[config.mk]
export PLATFORM = sky130hd
export DESIGN_NAME = autoconfig_master
export DESIGN_NICKNAME = d
export VERILOG_FILES = /design/src/rtl/autoconfig_master.sv
export SDC_FILE = /design/constraint.sdc
export NUM_CORES = 1
export LEC_CHECK = 0
export BUFFER_PORTS_ARGS = -buffer_cell sky130_fd_sc_hd__buf_2
export CORE_MARGIN = 2
export CORE_UTILIZATION = 50
export DETAILED_ROUTE_END_ITERATION = 8
export GPL_TIMING_DRIVEN = 0
export PLACE_DENSITY = 0.77
export SKIP_CTS_REPAIR_TIMING = 1
export SLEW_MARGIN = 20
export SYNTH_ARGS = -nofsm -noshare
export SYNTH_HDL_FRONTEND = slang
export SYNTH_SLANG_ARGS = --single-unit
export TNS_END_PERCENT = 5
[constraint.sdc]
create_clock -name CPU_CLK -period 6.6 [get_ports CPU_CLK]
set_input_delay 0.33 -clock CPU_CLK [delete_from_list [all_inputs] [get_ports CPU_CLK]]
set_output_delay 0.33 -clock CPU_CLK [all_outputs]
set_load 0.01 [all_outputs]
[src/rtl/autoconfig_master.sv]
// Zorro II AutoConfig enumerator: walks the $E80000 config chain over a 68000-style bus,
// assigns naturally aligned bases from the memory or I/O window, and shuts up boards that do not fit.
module autoconfig_master #(
    parameter int         MAX_BOARDS = 8,
    parameter int         TIMEOUT    = 64,
    parameter logic [7:0] MEM_BASE   = 8'h20,
    parameter logic [7:0] MEM_LIMIT  = 8'hA0,
    parameter logic [7:0] IO_BASE    = 8'hE9,
    parameter logic [7:0] IO_LIMIT   = 8'hF0
) (
    input  logic        CPU_CLK,
    input  logic        RESET,
    input  logic        START,
    output logic [22:0] ADDRESS,
    output logic        CPU_RW,
    output logic        CPU_AS,
    output logic        CPU_UDS,
    output logic        CPU_LDS,
    input  logic        DTACK,
    input  logic [3:0]  DATA_IN,
    output logic [3:0]  DATA_OUT,
    output logic        DATA_OE,
    output logic        BUSY,
    output logic        DONE,
    output logic [3:0]  BOARD_COUNT,
    output logic [3:0]  SHUTUP_COUNT,
    output logic [7:0]  PRODUCT
);

    localparam int             TW          = $clog2(TIMEOUT + 1);
    localparam logic [TW-1:0]  TIMEOUT_CNT = TW'(TIMEOUT);
    localparam logic [4:0]     MAX_CNT     = 5'(MAX_BOARDS);

    typedef enum logic [3:0] {
        IDLE, RD_T0, RD_T1, RD_P0, RD_P1, ALLOC, WR_LO, WR_HI, WR_SHUT, FIN
    } state_e;

    typedef enum logic [2:0] {
        PH_ADDR, PH_AS, PH_UDS, PH_WAIT, PH_NEG, PH_END
    } phase_e;

    state_e          state, nxt_state;
    phase_e          phase;
    logic [TW-1:0]   tcnt;
    logic            timed_out;
    logic            dtack_m, dtack_s;
    logic            start_armed;
    logic [3:0]      type_hi, type_lo;
    logic [8:0]      mem_ptr, io_ptr;
    logic [7:0]      base_reg;

    logic [7:0]      er_type;
    logic            type_ok, pool_mem, fits, limit_hit;
    logic [8:0]      ptr, limit, size, align_mask, base, next_ptr;
    logic [3:0]      wdata;

    assign CPU_LDS = 1'b1;

    function automatic logic is_write(input state_e s);
        return (s == WR_LO) || (s == WR_HI) || (s == WR_SHUT);
    endfunction

    // A23:A16 = $E8, A7:A1 = register word offset, everything else zero.
    function automatic logic [22:0] bus_addr(input state_e s);
        logic [6:0] word;
        logic       access;
        word   = 7'h00;
        access = 1'b1;
        case (s)
            RD_T0:   word = 7'h00;
            RD_T1:   word = 7'h01;
            RD_P0:   word = 7'h02;
            RD_P1:   word = 7'h03;
            WR_LO:   word = 7'h25;
            WR_HI:   word = 7'h24;
            WR_SHUT: word = 7'h26;
            default: access = 1'b0;
        endcase
        return access ? {8'hE8, 8'h00, word} : 23'd0;
    endfunction

    always_comb begin
        // NOTE: every always_comb output gets a default first so no path can infer a latch.
        er_type    = {type_hi, type_lo};
        type_ok    = (er_type[7:6] == 2'b11) && (er_type != 8'hFF);
        pool_mem   = er_type[5];
        ptr        = pool_mem ? mem_ptr : io_ptr;
        limit      = pool_mem ? {1'b0, MEM_LIMIT} : {1'b0, IO_LIMIT};
        // 8MB boards align to 2MB so one can still land at the start of the memory window.
        if (er_type[2:0] == 3'b000) begin
            size       = 9'd128;
            align_mask = 9'd31;
        end else begin
            size       = 9'd1 << (er_type[2:0] - 3'd1);
            align_mask = size - 9'd1;
        end
        base       = (ptr + align_mask) & ~align_mask;
        next_ptr   = base + size;
        fits       = next_ptr <= limit;
        limit_hit  = ({1'b0, BOARD_COUNT} + {1'b0, SHUTUP_COUNT} + 5'd1) == MAX_CNT;

        wdata = 4'h0;
        case (state)
            WR_LO:   wdata = base_reg[3:0];
            WR_HI:   wdata = base_reg[7:4];
            default: wdata = 4'h0;
        endcase

        nxt_state = IDLE;
        case (state)
            IDLE:    nxt_state = RD_T0;
            RD_T0:   nxt_state = timed_out ? FIN : RD_T1;
            RD_T1:   nxt_state = (timed_out || !type_ok) ? FIN : RD_P0;
            RD_P0:   nxt_state = timed_out ? FIN : RD_P1;
            RD_P1:   nxt_state = timed_out ? FIN : ALLOC;
            ALLOC:   nxt_state = fits ? WR_LO : WR_SHUT;
            WR_LO:   nxt_state = timed_out ? FIN : WR_HI;
            WR_HI,
            WR_SHUT: nxt_state = (timed_out || limit_hit) ? FIN : RD_T0;
            FIN:     nxt_state = IDLE;
            default: nxt_state = IDLE;
        endcase
    end

    always_ff @(posedge CPU_CLK) begin
        if (!RESET) begin
            state        <= IDLE;
            phase        <= PH_ADDR;
            tcnt         <= '0;
            timed_out    <= 1'b0;
            dtack_m      <= 1'b1;
            dtack_s      <= 1'b1;
            start_armed  <= 1'b1;
            type_hi      <= 4'h0;
            type_lo      <= 4'h0;
            mem_ptr      <= {1'b0, MEM_BASE};
            io_ptr       <= {1'b0, IO_BASE};
            base_reg     <= 8'h00;
            ADDRESS      <= 23'd0;
            CPU_RW       <= 1'b1;
            CPU_AS       <= 1'b1;
            CPU_UDS      <= 1'b1;
            DATA_OUT     <= 4'h0;
            DATA_OE      <= 1'b0;
            BUSY         <= 1'b0;
            DONE         <= 1'b0;
            BOARD_COUNT  <= 4'h0;
            SHUTUP_COUNT <= 4'h0;
            PRODUCT      <= 8'h00;
        end else begin
            dtack_m <= DTACK;
            dtack_s <= dtack_m;
            case (state)
                IDLE: begin
                    if (!START) begin
                        start_armed <= 1'b1;
                    end else if (start_armed) begin
                        start_armed  <= 1'b0;
                        BUSY         <= 1'b1;
                        DONE         <= 1'b0;
                        BOARD_COUNT  <= 4'h0;
                        SHUTUP_COUNT <= 4'h0;
                        mem_ptr      <= {1'b0, MEM_BASE};
                        io_ptr       <= {1'b0, IO_BASE};
                        state        <= nxt_state;
                        ADDRESS      <= bus_addr(nxt_state);
                        CPU_RW       <= 1'b1;
                        phase        <= PH_ADDR;
                    end
                end
                ALLOC: begin
                    base_reg <= base[7:0];
                    if (fits) begin
                        if (pool_mem) mem_ptr <= next_ptr;
                        else          io_ptr  <= next_ptr;
                    end
                    state   <= nxt_state;
                    ADDRESS <= bus_addr(nxt_state);
                    CPU_RW  <= !is_write(nxt_state);
                    phase   <= PH_ADDR;
                end
                FIN: begin
                    state <= IDLE;
                    BUSY  <= 1'b0;
                    DONE  <= 1'b1;
                end
                default: begin
                    case (phase)
                        PH_ADDR: begin
                            CPU_AS <= 1'b0;
                            tcnt   <= TW'(1);
                            if (is_write(state)) begin
                                DATA_OE  <= 1'b1;
                                DATA_OUT <= wdata;
                            end
                            phase <= PH_AS;
                        end
                        PH_AS: begin
                            CPU_UDS <= 1'b0;
                            tcnt    <= tcnt + 1'b1;
                            phase   <= PH_UDS;
                        end
                        PH_UDS: begin
                            tcnt  <= tcnt + 1'b1;
                            phase <= PH_WAIT;
                        end
                        PH_WAIT: begin
                            if (!dtack_s) begin
                                timed_out <= 1'b0;
                                CPU_AS    <= 1'b1;
                                CPU_UDS   <= 1'b1;
                                phase     <= PH_NEG;
                                case (state)
                                    RD_T0:   type_hi       <= DATA_IN;
                                    RD_T1:   type_lo       <= DATA_IN;
                                    RD_P0:   PRODUCT[7:4]  <= ~DATA_IN;
                                    RD_P1:   PRODUCT[3:0]  <= ~DATA_IN;
                                    default: ;
                                endcase
                            end else if (tcnt == TIMEOUT_CNT) begin
                                timed_out <= 1'b1;
                                CPU_AS    <= 1'b1;
                                CPU_UDS   <= 1'b1;
                                phase     <= PH_NEG;
                            end else begin
                                tcnt <= tcnt + 1'b1;
                            end
                        end
                        PH_NEG: begin
                            DATA_OE <= 1'b0;
                            CPU_RW  <= 1'b1;
                            phase   <= PH_END;
                        end
                        PH_END: begin
                            if (!timed_out && state == WR_HI)   BOARD_COUNT  <= BOARD_COUNT + 4'd1;
                            if (!timed_out && state == WR_SHUT) SHUTUP_COUNT <= SHUTUP_COUNT + 4'd1;
                            state   <= nxt_state;
                            ADDRESS <= bus_addr(nxt_state);
                            CPU_RW  <= !is_write(nxt_state);
                            phase   <= PH_ADDR;
                        end
                        default: phase <= PH_ADDR;
                    endcase
                end
            endcase
        end
    end

endmodule

Word-level counts from Yosys, hierarchy flattened:

Index checks and enable logic that the tools add are counted.

* bits in latches: 0
* register bits: 101
* ROM bits: 0
* input bits: 8
* bits in writable memories: 0
* memories: 0

* magnitude comparators: 1
* bitwise gates (word level): 7
* add/sub/neg operators: 9
* mux-type cells: 78
* eq/ne operators: 36
* reduce and logical (&&, ||, !) cells: 51
* div/mod/pow operators: 0
* shifts and indexed selects: 1
* $mul: 0

Operators by type and width (count)
* 2-to-1 mux 23 bit: 6
* 2-to-1 mux 9 bit: 11
* case mux 23 bit (3 select lines): 1
* 2-to-1 mux 4 bit: 16
* case mux 6 bit (6 select lines): 1
* case mux 9 bit (2 select lines): 2
* case mux 4 bit (8 select lines): 1
* AND reduction 4 bit: 8
* == test 4 x 3 -> 1 bit (second input constant): 7
* case mux 4 bit (2 select lines): 3
* 2-to-1 mux 7 bit: 3
* case mux 7 bit (3 select lines): 1
* AND reduction 3 bit: 7
* AND reduction 5 bit: 4
* 2-to-1 mux 1 bit: 19
* adder 9 bit: 2
* == test 4 x 2 -> 1 bit (second input constant): 4
* != test 2 bit (second input constant): 8
* nonzero test 2 bit: 8
* case mux 3 bit (5 select lines): 1
* == test 4 bit (second input constant): 3
* 2-to-1 mux 3 bit: 4
* case mux 1 bit (2 select lines): 6
* case mux 4 bit (3 select lines): 1
* 35 further kinds: 56

Logic depth before layout (Yosys ltp):

Gate-level depths: netlist (run 1).

* depth after elaboration: 21
* mapped depth: 27

Worst setup path after synthesis (run 1):

Ideal clock, no wire load.

* kind: register to register
* start: register type_lo[0]
* end: register io_ptr[0]
* library setup time: 0.122 ns
* stages on the path, launching flop included: 25
* buffers on the path: 2
* slack: 1.901 ns
* data arrival time: 4.577 ns
* clock period less this slack: 4.699 ns
* cells stage by stage: dfxtp_1 buf_2 or3b_1 ha_1 xnor2_1 nand2b_1 ha_1 o21a_1 o31ai_2 nand2b_1 a21oi_1 xnor2_1 nor2_1 ha_1 o21a_1 a21boi_0 nor2_1 xnor2_1 ha_1 a31o_2 nand4_1 o211ai_2 or3_1 buf_2 o32a_1

* word-level cells in the longest chain between the ends: 10
* elaborated cells on any way between the ends: 16
* classes of those cells: 4 x add/sub; 1 x order compare; 1 x eq/ne; 1 x shift; 5 x mux; 2 x bitwise; 2 x reduce/logical

Ends and longest elaborated chain
* start, declared: line 48 `logic [3:0] type_hi, type_lo;`
* start signal, assigned: line 135 `type_lo <= 4'h0;`
* start signal, assigned: line 215 `RD_T1: type_lo <= DATA_IN;`
* subtractor 3 x 1 -> 3 bit: line 94 `size = 9'd1 << (er_type[2:0] - 3'd1);`
* left shift 1 x 3 -> 9 bit: line 94
* subtractor 9 x 1 -> 9 bit: line 95 `align_mask = size - 9'd1;`
* 2-to-1 mux 9 bit *: line 90 `if (er_type[2:0] == 3'b000) begin`
* adder 9 bit or inverter 9 bit (tied branches): line 97 `base = (ptr + align_mask) & ~align_mask;`
* bitwise AND 9 bit *: line 97
* via base[5]: line 54 `logic [8:0] ptr, limit, size, align_mask, base, next_ptr;`
* adder 9 bit *: line 98 `next_ptr = base + size;`
* less-or-equal comparator 9 x 8 -> 1 bit *: line 99 `fits = next_ptr <= limit;`
* != test 2 bit (no source line) *
* AND reduction 5 bit (no source line) *
* end signal, assigned: line 137 `io_ptr <= {1'b0, IO_BASE};`
* end signal, assigned: line 164 `io_ptr <= {1'b0, IO_BASE};`
* end signal, assigned: line 175 `else io_ptr <= next_ptr;`
* end, declared: line 49 `logic [8:0] mem_ptr, io_ptr;`

The timed path passes the listed nets; every way through them passes the cells marked *. The select of a mux whose other input is x is not followed.
A chain may end at the register's enable or synchronous reset.

Worst setup path after layout (run 1):

* start: register type_lo[2]
* end: register mem_ptr[3]

* word-level cells in the longest chain between the ends: 10
* elaborated cells on any way between the ends: 16
* classes of those cells: 4 x add/sub; 1 x order compare; 1 x eq/ne; 1 x shift; 5 x mux; 2 x bitwise; 2 x reduce/logical

Ends and longest elaborated chain
* subtractor 3 x 1 -> 3 bit: line 94
* left shift 1 x 3 -> 9 bit: line 94
* subtractor 9 x 1 -> 9 bit: line 95
* 2-to-1 mux 9 bit *: line 90
* adder 9 bit or inverter 9 bit (tied branches): line 97
* bitwise AND 9 bit *: line 97
* via base[4]: line 54
* adder 9 bit *: line 98
* less-or-equal comparator 9 x 8 -> 1 bit *: line 99
* != test 2 bit (no source line) *
* AND reduction 5 bit (no source line) *
* end signal, assigned: line 136 `mem_ptr <= {1'b0, MEM_BASE};`
* end signal, assigned: line 163 `mem_ptr <= {1'b0, MEM_BASE};`
* end signal, assigned: line 174 `if (pool_mem) mem_ptr <= next_ptr;`
* end, declared: line 49

Marks and branches as above.

==> results.py, run 1 <==
metrics = {
    "power_and_ir_drop": {
        "p_per_area_nw_per_um2": 251.9,
        "ir_drop_uv": 123.8,
        "fin_total_pwr_w": 0.001381,
        "total_leakage_power_nw": 2.343,
    },
    "synth": {
        "synth_edf_count": 0,
        "yosysSeqAreaShare_pct": 33.72,
        "synth_area_um2": 4868,
        "synth_top_area_share_pct": 33.72,
        "avgSynthCellArea_um2": 8.060,
        "yosysTopAreaCell": "dfxtp_1",
        "async_flop_share_pct": 0,
        "synth_area_leaders": "dfxtp_1 (34%), ha_1 (6.4%), nor2_1 (5.9%)",
        "ys_ff_latch": 82,
        "yosys_warnings": 0,
        "ys.flop_type": "dfxtp_1",
        "synthDistinctLibCells": 67,
        "syn_inst": 604,
    },
    "floorplanning": {
        "initial_core_util_pct": 50.74,
        "die_w_um": 102.7,
        "rows": 36,
        "dieArea_um2": 10540,
        "dieHeight_um": 102.7,
        "coreArea_um2": 9594,
        "io_pins": 58,
    },
    "timing": {
        "setup_viol": 0,
        "rsz0062_at_grt": "no",
        "finalCriticalPeriod_ns": 5.622,
        "finalClockSkew_ns": 0.01745,
        "finalHoldViolCount": 0,
        "drv_slew": 0,
        "relSlewSlack_pct": 36.06,
        "tns_ns": 0,
        "fmax_mhz": 177.9,
        "fin_crit_sh_pct": 85.19,
        "worst_slew_pin_slew_ns": 0.9503,
    },
    "worst_setup_path": {
        "reg2reg_depth": 23,
        "r2r_start": "type_lo[2]",
        "critical_path.most_common_cell": "ha_1",
        "end_kind": "flip-flop",
        "critPathLaunchType": "flip-flop",
        "worstSetupPathType": "reg -> reg",
        "r2r-end": "mem_ptr[3]",
        "path_max_fanout": 10,
        "crit_slowest_cell": "nor3_1",
        "slowest_delay_ns": 0.60,
        "worstPathArrival_ns": 5.93,
        "crit_chain": "clkbuf_1, nor2_1, inv_1, ha_1, inv_1, nor2_1, o32ai_1, a21oi_1, ha_1, o21a_1, o31a_1, a211oi_1, ha_1, o21a_1, a21boi_0, nor2_1, xnor2_1, ha_1, a31o_2, nand4_1, o211ai_2, nor3_1, a22o_1",
        "r2r_slack_ns": 0.98,
        "cp.required_ns": 6.91,
    },
    "final_layout": {
        "biggestRegsByFlops": "io_ptr (9), mem_ptr (9)",
        "antennaDiodeCount": 0,
        "multi_input_area_um2": 2914,
        "fillerInstances": 904,
        "drive_gt1_share_pct": 14.81,
        "final-seq-area_um2": 1642,
        "area_delta_synth_final_pct": 12.64,
        "nNetsFinal": 705,
        "fin_cells": 808,
    },
    "global_routing": {
        "grt_pass1_wl_um": 20110,
        "grt_start_max_net_pins": 17,
        "grt_remaining_overflow": 0,
        "antenna_found_initial": 0,
        "grt_pass1_vias": 4194,
        "grt_use_total_pct": 24.36,
    },
    "clocking": {
        "clock-root-buffer": "clkbuf_8",
        "cts.sinks": 82,
        "tritoncts": "done",
        "numCtsBuffers": 9,
        "htree_levels": 3,
        "clkSlewWorstSetupHoldPaths_ns": 0.10,
        "clk_latency_ns": 0.37,
        "cts_buffer_depth": 2,
    },
    "route": {
        "avgViaCountPerCell": 5.634,
        "routed_wl_um": 12340,
        "vias": 4552,
        "ant_nets": 0,
        "dr.pass1.iters": 5,
        "drc_errors": 0,
        "wl_per_cell_um": 15.28,
        "drtIter0Drc": 319,
    },
    "placed_design": {
        "place_congestion": 0.9051,
        "place_inst": 792,
        "io_buffer_count": 40,
        "place_hpwl_um": 9265,
    },
    "run_status": {
        "outcome": "finished, final reports clean",
    },
    "hold_path": {
        "min-delay-path-class": "in -> reg",
        "worstHoldStart": "DTACK",
        "min_to": "dtack_m",
        "holdPathStages": 2,
    },
    "run": {
        "drv_cap": 0,
    },
}
[worst max-delay path, delay by kind of cell, from the launching register on]
family	cells	cell delay, ns
simple gates	5	1.12
compound gates	10	1.99
fa+ha+maj	4	1.20
flops	1	0.40
buf+inv	3	0.55
xor+xnor	1	0.31
[worst max-delay path by stage]
stage / start / end / slack (ns)
2_1_floorplan: type_lo[0] / io_ptr[0] / 1.90
3_3_place_gp: type_hi[1] / mem_ptr[3] / 1.28
3_5_place_dp: type_lo[0] / mem_ptr[0] / 1.07
4_1_cts: type_lo[2] / mem_ptr[3] / 1.06
5_1_grt: type_lo[0] / mem_ptr[3] / 0.49
6_report: type_lo[2] / mem_ptr[3] / 0.98
[final cells by class]
type | count | share of cell area [%]
multi-input combinational | 462 | 53.14
sequential | 82 | 29.93
buffer | 49 | 4.951
timing repair buffer | 40 | 3.650
tap | 133 | 3.034
clock buffer | 10 | 2.510
inverter | 26 | 1.780
clock inverter | 6 | 1.004
[cell families (layout without fill, tap and decap cells)]
kind of cell / after synthesis / count (layout) / synth area share [%]
and+or+nand+nor: 223 / 223 / 21.74
AOI/OAI and AO/OA: 150 / 150 / 20.56
DFF: 82 / 82 / 33.72
buffers and inverters: 75 / 131 / 7.582
adders and majority gates: 28 / 28 / 7.453
muxes: 24 / 24 / 5.191
xor gates and xnor gates: 20 / 20 / 3.598
other: 2 / 17 / 0.1543
[synthesized netlist by cell type (3+ instances only)]
cell type / number
dfxtp_1: 82
nor2_1: 76
nand2_1: 55
a21oi_1: 48
ha_1: 25
o21ai_0: 25
inv_1: 24
buf_4: 21
clkbuf_1: 20
mux2i_1: 16
nand3_1: 16
nor3_1: 14
nand2b_1: 13
xor2_1: 12
nand4_1: 8
xnor2_1: 8
a211oi_1: 7
buf_2: 7
mux2_2: 7
nor2b_1: 7
o22ai_1: 6
a22o_1: 5
and3_1: 5
o21a_1: 5
o32a_1: 5
o41ai_1: 5
nand3b_1: 4
nand4b_1: 4
nor3b_1: 4
nor4_1: 4
o211ai_1: 4
o31a_1: 4
o31ai_1: 4
a21boi_0: 3
a21o_1: 3
a31oi_1: 3
and2_1: 3
o2111ai_1: 3
[cell usage in the layout (no fill, tap or decap), drive strengths merged, types with 6 or more instances in the layout]
cell / synthesis / routed
a21oi: 49 / 49
xnor2: 8 / 8
dfxtp: 82 / 82
o21a: 6 / 6
ha: 25 / 25
nand4: 8 / 8
o21ai: 25 / 25
xor2: 12 / 12
nor3: 14 / 14
clkbuf: 20 / 30
conb: 2 / 17
nand3: 16 / 16
mux2i: 17 / 17
buf: 29 / 69
a211oi: 7 / 7
mux2: 7 / 7
o22ai: 6 / 6
nand2b: 13 / 13
nor2b: 7 / 7
nor2: 78 / 78
inv: 24 / 28
nand2: 55 / 55
[stage by stage]
step / hold WS, ns / setup slack, ns / cell area [um2] / util, %
floorplan: 0.3863 / 1.901 / 4925 / -
global placement: 0.3889 / 1.280 / 5291 / 55.15
detailed placement: 0.4057 / 1.069 / 5291 / 55.15
CTS: 0.1397 / 1.062 / 5484 / 57.16
global route: 0.1579 / 0.4948 / 5484 / 57.16
finish: 0.1472 / 0.9776 / 5484 / 57.16
[power breakdown]
| group | switching (W) | internal, W | total [W] | leakage, nW |
|---|---|---|---|---|
| Clock | 0.000209 | 0.000155 | 0.000364 | 0.0998 |
| Sequential | 0.0000278 | 0.000526 | 0.000554 | 0.663 |
| Combinational | 0.000296 | 0.000167 | 0.000463 | 1.58 |
[routing by layer]
layer	share of wire [%]	track usage [%]	vias up
met5	0	0	-
met4	1.6	7.282	0
met3	6.6	4.746	18
met2	45	38.36	163
met1	47	33.92	2123
li1	-	-	2248
No activity file was read; power rests on OpenSTA's default activity.
==> run 2: changes to the inputs <==
--- a/config.mk
+++ b/config.mk
@@ -8,6 +8,7 @@
 export BUFFER_PORTS_ARGS = -buffer_cell sky130_fd_sc_hd__buf_2
 export CORE_MARGIN = 2
 export CORE_UTILIZATION = 50
+export CTS_BUF_LIST = sky130_fd_sc_hd__clkbuf_16
 export DETAILED_ROUTE_END_ITERATION = 8
 export GPL_TIMING_DRIVEN = 0
 export PLACE_DENSITY = 0.77
==> run 2 against run 1 <==
  * Sequential share of layout area down 0.49 points
  * Design area grew 1.7%
  * Non-clock buffer count did not move
  * Sequential power barely moved
  * Clock power up 34%
  * Die area stayed put
  * Utilization is 0.95 points higher
  * Worst hold slack better by 0.031 ns
  * Largest cell class unchanged
  * Setup slack worse by 0.058 ns
==> results.py, run 2 (same netlist as run 1, synthesis figures left out) <==
metrics = {
    "worst_setup_path": {
        "r2r-end": "mem_ptr[3]",
        "end_kind": "flip-flop",
        "path_max_fanout": 10,
        "r2r_start": "type_lo[2]",
        "worstPathArrival_ns": 5.97,
        "worstSetupPathType": "reg -> reg",
        "r2r_slack_ns": 0.92,
        "cp.required_ns": 6.89,
        "reg2reg_depth": 23,
        "critPathLaunchType": "flip-flop",
    },
    "timing": {
        "drv_slew": 0,
        "setup_viol": 0,
        "finalCriticalPeriod_ns": 5.681,
        "worst_slew_pin_slew_ns": 0.9148,
        "fin_crit_sh_pct": 86.07,
        "tns_ns": 0,
        "relSlewSlack_pct": 38.45,
        "fmax_mhz": 176.0,
        "finalHoldViolCount": 0,
        "timing.hold.ws_ns": 0.1779,
        "finalClockSkew_ns": 0.01303,
        "rsz0062_at_grt": "no",
    },
    "final_layout": {
        "fillerInstances": 889,
        "biggestRegsByFlops": "io_ptr (9), mem_ptr (9)",
        "final_cell_mix": "dfxtp_1 (82), nor2_1 (76), nand2_1 (55), a21oi_1 (48), buf_2 (47)",
        "fin_cells": 808,
        "antennaDiodeCount": 0,
        "area_delta_synth_final_pct": 14.52,
        "nNetsFinal": 705,
        "fin_util_pct": 58.11,
        "fin_area_um2": 5575,
        "layout_commonest_cell": "dfxtp_1",
        "drive_gt1_share_pct": 14.67,
    },
    "clocking": {
        "clkSlewWorstSetupHoldPaths_ns": 0.07,
        "clk_latency_ns": 0.34,
        "cts.sinks": 82,
        "htree_levels": 3,
        "cts_buffer_depth": 2,
        "numCtsBuffers": 9,
        "clock-root-buffer": "clkbuf_16",
        "tritoncts": "done",
    },
    "hold_path": {
        "min_to": "dtack_m",
        "worstHoldStart": "DTACK",
        "holdPathStages": 2,
        "min-delay-path-class": "in -> reg",
    },
    "placed_design": {
        "io_buffer_count": 40,
        "place_inst": 792,
        "place_area_um2": 5291,
        "place_congestion": 0.9051,
        "place_hpwl_um": 9265,
    },
    "power_and_ir_drop": {
        "clkPwrFrac_pct": 32.3,
        "ir_drop_uv": 160.9,
        "total_leakage_power_nw": 2.384,
        "combPwrFrac_pct": 30.9,
        "power_switching_w": 0.0005524,
        "pwr-share-seq_pct": 36.8,
        "p_int_w": 0.0009558,
        "p_per_area_nw_per_um2": 270.5,
        "sw_frac_of_total_pct": 36.63,
    },
    "floorplanning": {
        "dieArea_um2": 10540,
        "coreArea_um2": 9594,
        "io_pins": 58,
        "dieHeight_um": 102.7,
        "rows": 36,
        "initial_core_util_pct": 50.74,
        "die_w_um": 102.7,
    },
    "run": {
        "drv_cap": 0,
    },
    "run_status": {
        "outcome": "finished, final reports clean",
    },
    "route": {
        "drtIter0Drc": 300,
        "avgViaCountPerCell": 5.660,
        "dr.pass1.iters": 5,
        "routed_wl_um": 12450,
        "drc_errors": 0,
        "vias": 4573,
        "wl_per_cell_um": 15.40,
        "ant_nets": 0,
    },
    "global_routing": {
        "grt_use_total_pct": 24.48,
        "grt_pass1_wl_um": 20220,
        "grt_remaining_overflow": 0,
        "antenna_found_initial": 0,
        "grt_start_max_net_pins": 17,
        "grt_pass1_vias": 4210,
    },
}
-- run 2: cell type report --
| cell class | count | area (um2) | share of cell area, % |
|---|---|---|---|
| multi-input cells | 462 | 2914 | 52.27 |
| flip-flops and latches | 82 | 1642 | 29.44 |
| plain buffers | 49 | 271.5 | 4.870 |
| clock buffers | 9 | 225.2 | 4.039 |
| repair buffers | 40 | 200.2 | 3.591 |
| well taps | 133 | 166.4 | 2.985 |
| inverters | 26 | 97.59 | 1.750 |
| clock inverters | 7 | 58.81 | 1.055 |
-- run 2: layer usage --
metal,GRT usage [%],wire length [um],vias up
li1,-,-,2251
met1,34.00,5875,2124
met2,38.46,5556,181
met3,4.339,810,17
met4,8.308,206,0
met5,0,0,-
-- run 2: critical path, cell delays in order (launching register included) --
cell	delay, ns
dfxtp_1	0.40
clkbuf_1	0.37
nor2_1	0.18
inv_1	0.09
ha_1	0.26
inv_1	0.09
nor2_1	0.11
o32ai_1	0.08
a21oi_1	0.27
ha_1	0.33
o21a_1	0.12
o31a_1	0.14
a211oi_1	0.34
ha_1	0.28
o21a_1	0.16
a21boi_0	0.31
nor2_1	0.09
xnor2_1	0.31
ha_1	0.32
a31o_2	0.21
nand4_1	0.15
o211ai_2	0.14
nor3_1	0.62
a22o_1	0.25
-- run 2: per-stage QoR --
stage / total power (W) / setup WS [ns]
finish: 0.001508 / 0.9195
global route: 0.001585 / 0.5014
CTS: 0.001500 / 1.064
detailed placement: 0.001019 / 1.069
global placement: 0.001010 / 1.280
floorplan: 0.0008989 / 1.901
-- run 2: worst max path at each step --
stage	start	end	cells after the start
final	type_lo[2]	mem_ptr[3]	23
after CTS	type_lo[2]	mem_ptr[0]	23
after global placement	type_hi[1]	mem_ptr[3]	21
after detailed placement	type_lo[0]	mem_ptr[0]	25
after global routing	type_lo[0]	mem_ptr[3]	25
after floorplan	type_lo[0]	io_ptr[0]	24
-- run 2: power by group through the flow --
stage	logic, W	clock network, W	registers [W]
after global routing	0.000516	0.000510	0.000559
final	0.000466	0.000487	0.000554
after detailed placement	0.000453	0	0.000566
after global placement	0.000447	0	0.000564
after floorplan	0.000331	0	0.000568
after CTS	0.000457	0.000490	0.000554
==> run 3: changes to the inputs <==
--- a/config.mk
+++ b/config.mk
@@ -12,6 +12,7 @@
 export DETAILED_ROUTE_END_ITERATION = 8
 export GPL_TIMING_DRIVEN = 0
 export PLACE_DENSITY = 0.77
+export RECOVER_POWER = 100
 export SKIP_CTS_REPAIR_TIMING = 1
 export SLEW_MARGIN = 20
 export SYNTH_ARGS = -nofsm -noshare
==> run 3 against run 2 <==
  * Sequential power hardly changed
  * Flip-flop and latch count unchanged
  * Maximum frequency is 2.0% lower
  * Clock power is essentially flat
  * Critical path type unchanged
==> results.py, run 3 (same netlist as run 1, synthesis figures left out) <==
metrics = {
    "floorplanning": {
        "rows": 36,
        "coreArea_um2": 9594,
        "io_pins": 58,
        "dieArea_um2": 10540,
        "die_w_um": 102.7,
        "initial_core_util_pct": 50.74,
        "dieHeight_um": 102.7,
    },
    "clocking": {
        "cts.sinks": 82,
        "tritoncts": "done",
        "htree_levels": 3,
        "clkSlewWorstSetupHoldPaths_ns": 0.07,
        "numCtsBuffers": 9,
        "clock-root-buffer": "clkbuf_16",
        "clk_latency_ns": 0.34,
        "cts_buffer_depth": 2,
    },
    "final_layout": {
        "area_delta_synth_final_pct": 13.29,
        "final_cell_mix": "dfxtp_1 (82), nor2_1 (77), clkbuf_1 (55), nand2_1 (55), a21oi_1 (48)",
        "nNetsFinal": 705,
        "layout_commonest_cell": "dfxtp_1",
        "fin_cells": 808,
        "antennaDiodeCount": 0,
        "fin_util_pct": 57.49,
        "fin_area_um2": 5515,
        "biggestRegsByFlops": "io_ptr (9), mem_ptr (9)",
        "drive_gt1_share_pct": 8.889,
    },
    "route": {
        "dr.pass1.iters": 5,
        "ant_nets": 0,
        "vias": 4590,
        "avgViaCountPerCell": 5.681,
        "drtIter0Drc": 307,
        "wl_per_cell_um": 15.46,
        "routed_wl_um": 12490,
        "drc_errors": 0,
    },
    "worst_setup_path": {
        "critPathBufInv": 2,
        "end_kind": "flip-flop",
        "critical_path.most_common_cell": "ha_1",
        "critPathLaunchType": "flip-flop",
        "cp.required_ns": 6.83,
        "slowest_delay_ns": 0.47,
        "path_max_fanout": 10,
        "worstPathArrival_ns": 6.02,
        "crit_chain": "clkbuf_1, or3b_1, ha_1, o21ai_0, o32ai_1, a21oi_1, ha_1, o21a_1, o31a_1, a211oi_1, ha_1, o21a_1, a21boi_0, nor2_1, xnor2_1, ha_1, nand4b_1, nand4_1, o211ai_1, clkbuf_1, nor2_2, o32a_1",
        "critical-path-top-delay-family": "compound AO/OA/AOI/OAI gates",
        "worstSetupPathType": "reg -> reg",
        "crit_slowest_cell": "or3b_1",
    },
    "timing": {
        "setup_viol": 0,
        "worst_slew_pin_slew_ns": 0.9511,
        "fin_crit_sh_pct": 87.84,
        "relSlewSlack_pct": 36.01,
        "fmax_mhz": 172.5,
        "drv_slew": 0,
        "rsz0062_at_grt": "no",
        "finalClockSkew_ns": 0.01111,
        "timing.hold.ws_ns": 0.1788,
        "finalCriticalPeriod_ns": 5.798,
        "tns_ns": 0,
        "finalHoldViolCount": 0,
    },
    "placed_design": {
        "place_area_um2": 5291,
        "place_inst": 792,
        "place_hpwl_um": 9265,
        "io_buffer_count": 40,
        "place_congestion": 0.9051,
    },
    "global_routing": {
        "antenna_found_initial": 0,
        "grt_pass1_wl_um": 20220,
        "grt_start_max_net_pins": 17,
        "grt_use_total_pct": 24.48,
        "grt_remaining_overflow": 0,
        "grt_pass1_vias": 4210,
    },
    "power_and_ir_drop": {
        "p_per_area_nw_per_um2": 271.4,
        "ir_drop_uv": 159.7,
        "total_leakage_power_nw": 2.240,
    },
    "run": {
        "drv_cap": 0,
    },
    "run_status": {
        "outcome": "finished, final reports clean",
    },
    "hold_path": {
        "min-delay-path-class": "in -> reg",
    },
}
-- run 3: final timing paths --
path | start | endpoint | slack [ns] | cells after the start
setup / recovery | type_lo[0] | io_ptr[3] | 0.80 | 22
hold / removal | DTACK | dtack_m | 0.18 | 2
hold reg to reg | dtack_m | dtack_s | 0.42 | 1
setup reg to reg | type_lo[0] | io_ptr[3] | 0.80 | 22
-- run 3: worst register-to-register path, delay by kind of cell (launching register included) --
kind                     cells  cell delay, ns
AO/OA/AOI/OAI               10            2.11
flip-flops                   1            0.31
adder cells (fa/ha/maj)      4            1.22
buffers and inverters        2            0.73
XOR/XNOR                     1            0.31
AND/OR/NAND/NOR              5            0.99
-- run 3: metal layers --
layer,routed length [um],track usage [%],vias up
li1,-,-,2246
met1,5829,34.00,2133
met2,5588,38.46,190
met3,864,4.339,21
met4,211,8.308,0
met5,0,0,-
-- run 3: metrics by stage --
| stage | setup WS [ns] | power [W] |
|---|---|---|
| 3_5_place_dp | 1.069 | 0.001019 |
| 4_1_cts | 1.064 | 0.001500 |
| 3_3_place_gp | 1.280 | 0.001010 |
| 5_1_grt | 0.2781 | 0.001577 |
| 6_report | 0.8024 | 0.001497 |
| 2_1_floorplan | 1.901 | 0.0008989 |
-- run 3: where the power goes --
group	internal, W	leakage [nW]	switching [W]	total, W
logic	0.000159	1.44	0.000297	0.000456
clock network	0.000262	0.140	0.000223	0.000485
registers	0.000526	0.663	0.0000295	0.000556
total	0.000948	2.24	0.000549	0.00150
-- run 3: area by class of cell --
cell class                 count  area (um2)
fill                         909        4079
inverter                      26       97.59
sequential                    82        1642
timing repair buffer          40       162.7
tap                          133       166.4
clock buffer                   9       225.2
buffer                        49       262.8
clock inverter                 7       58.81
multi-input combinational    462        2900
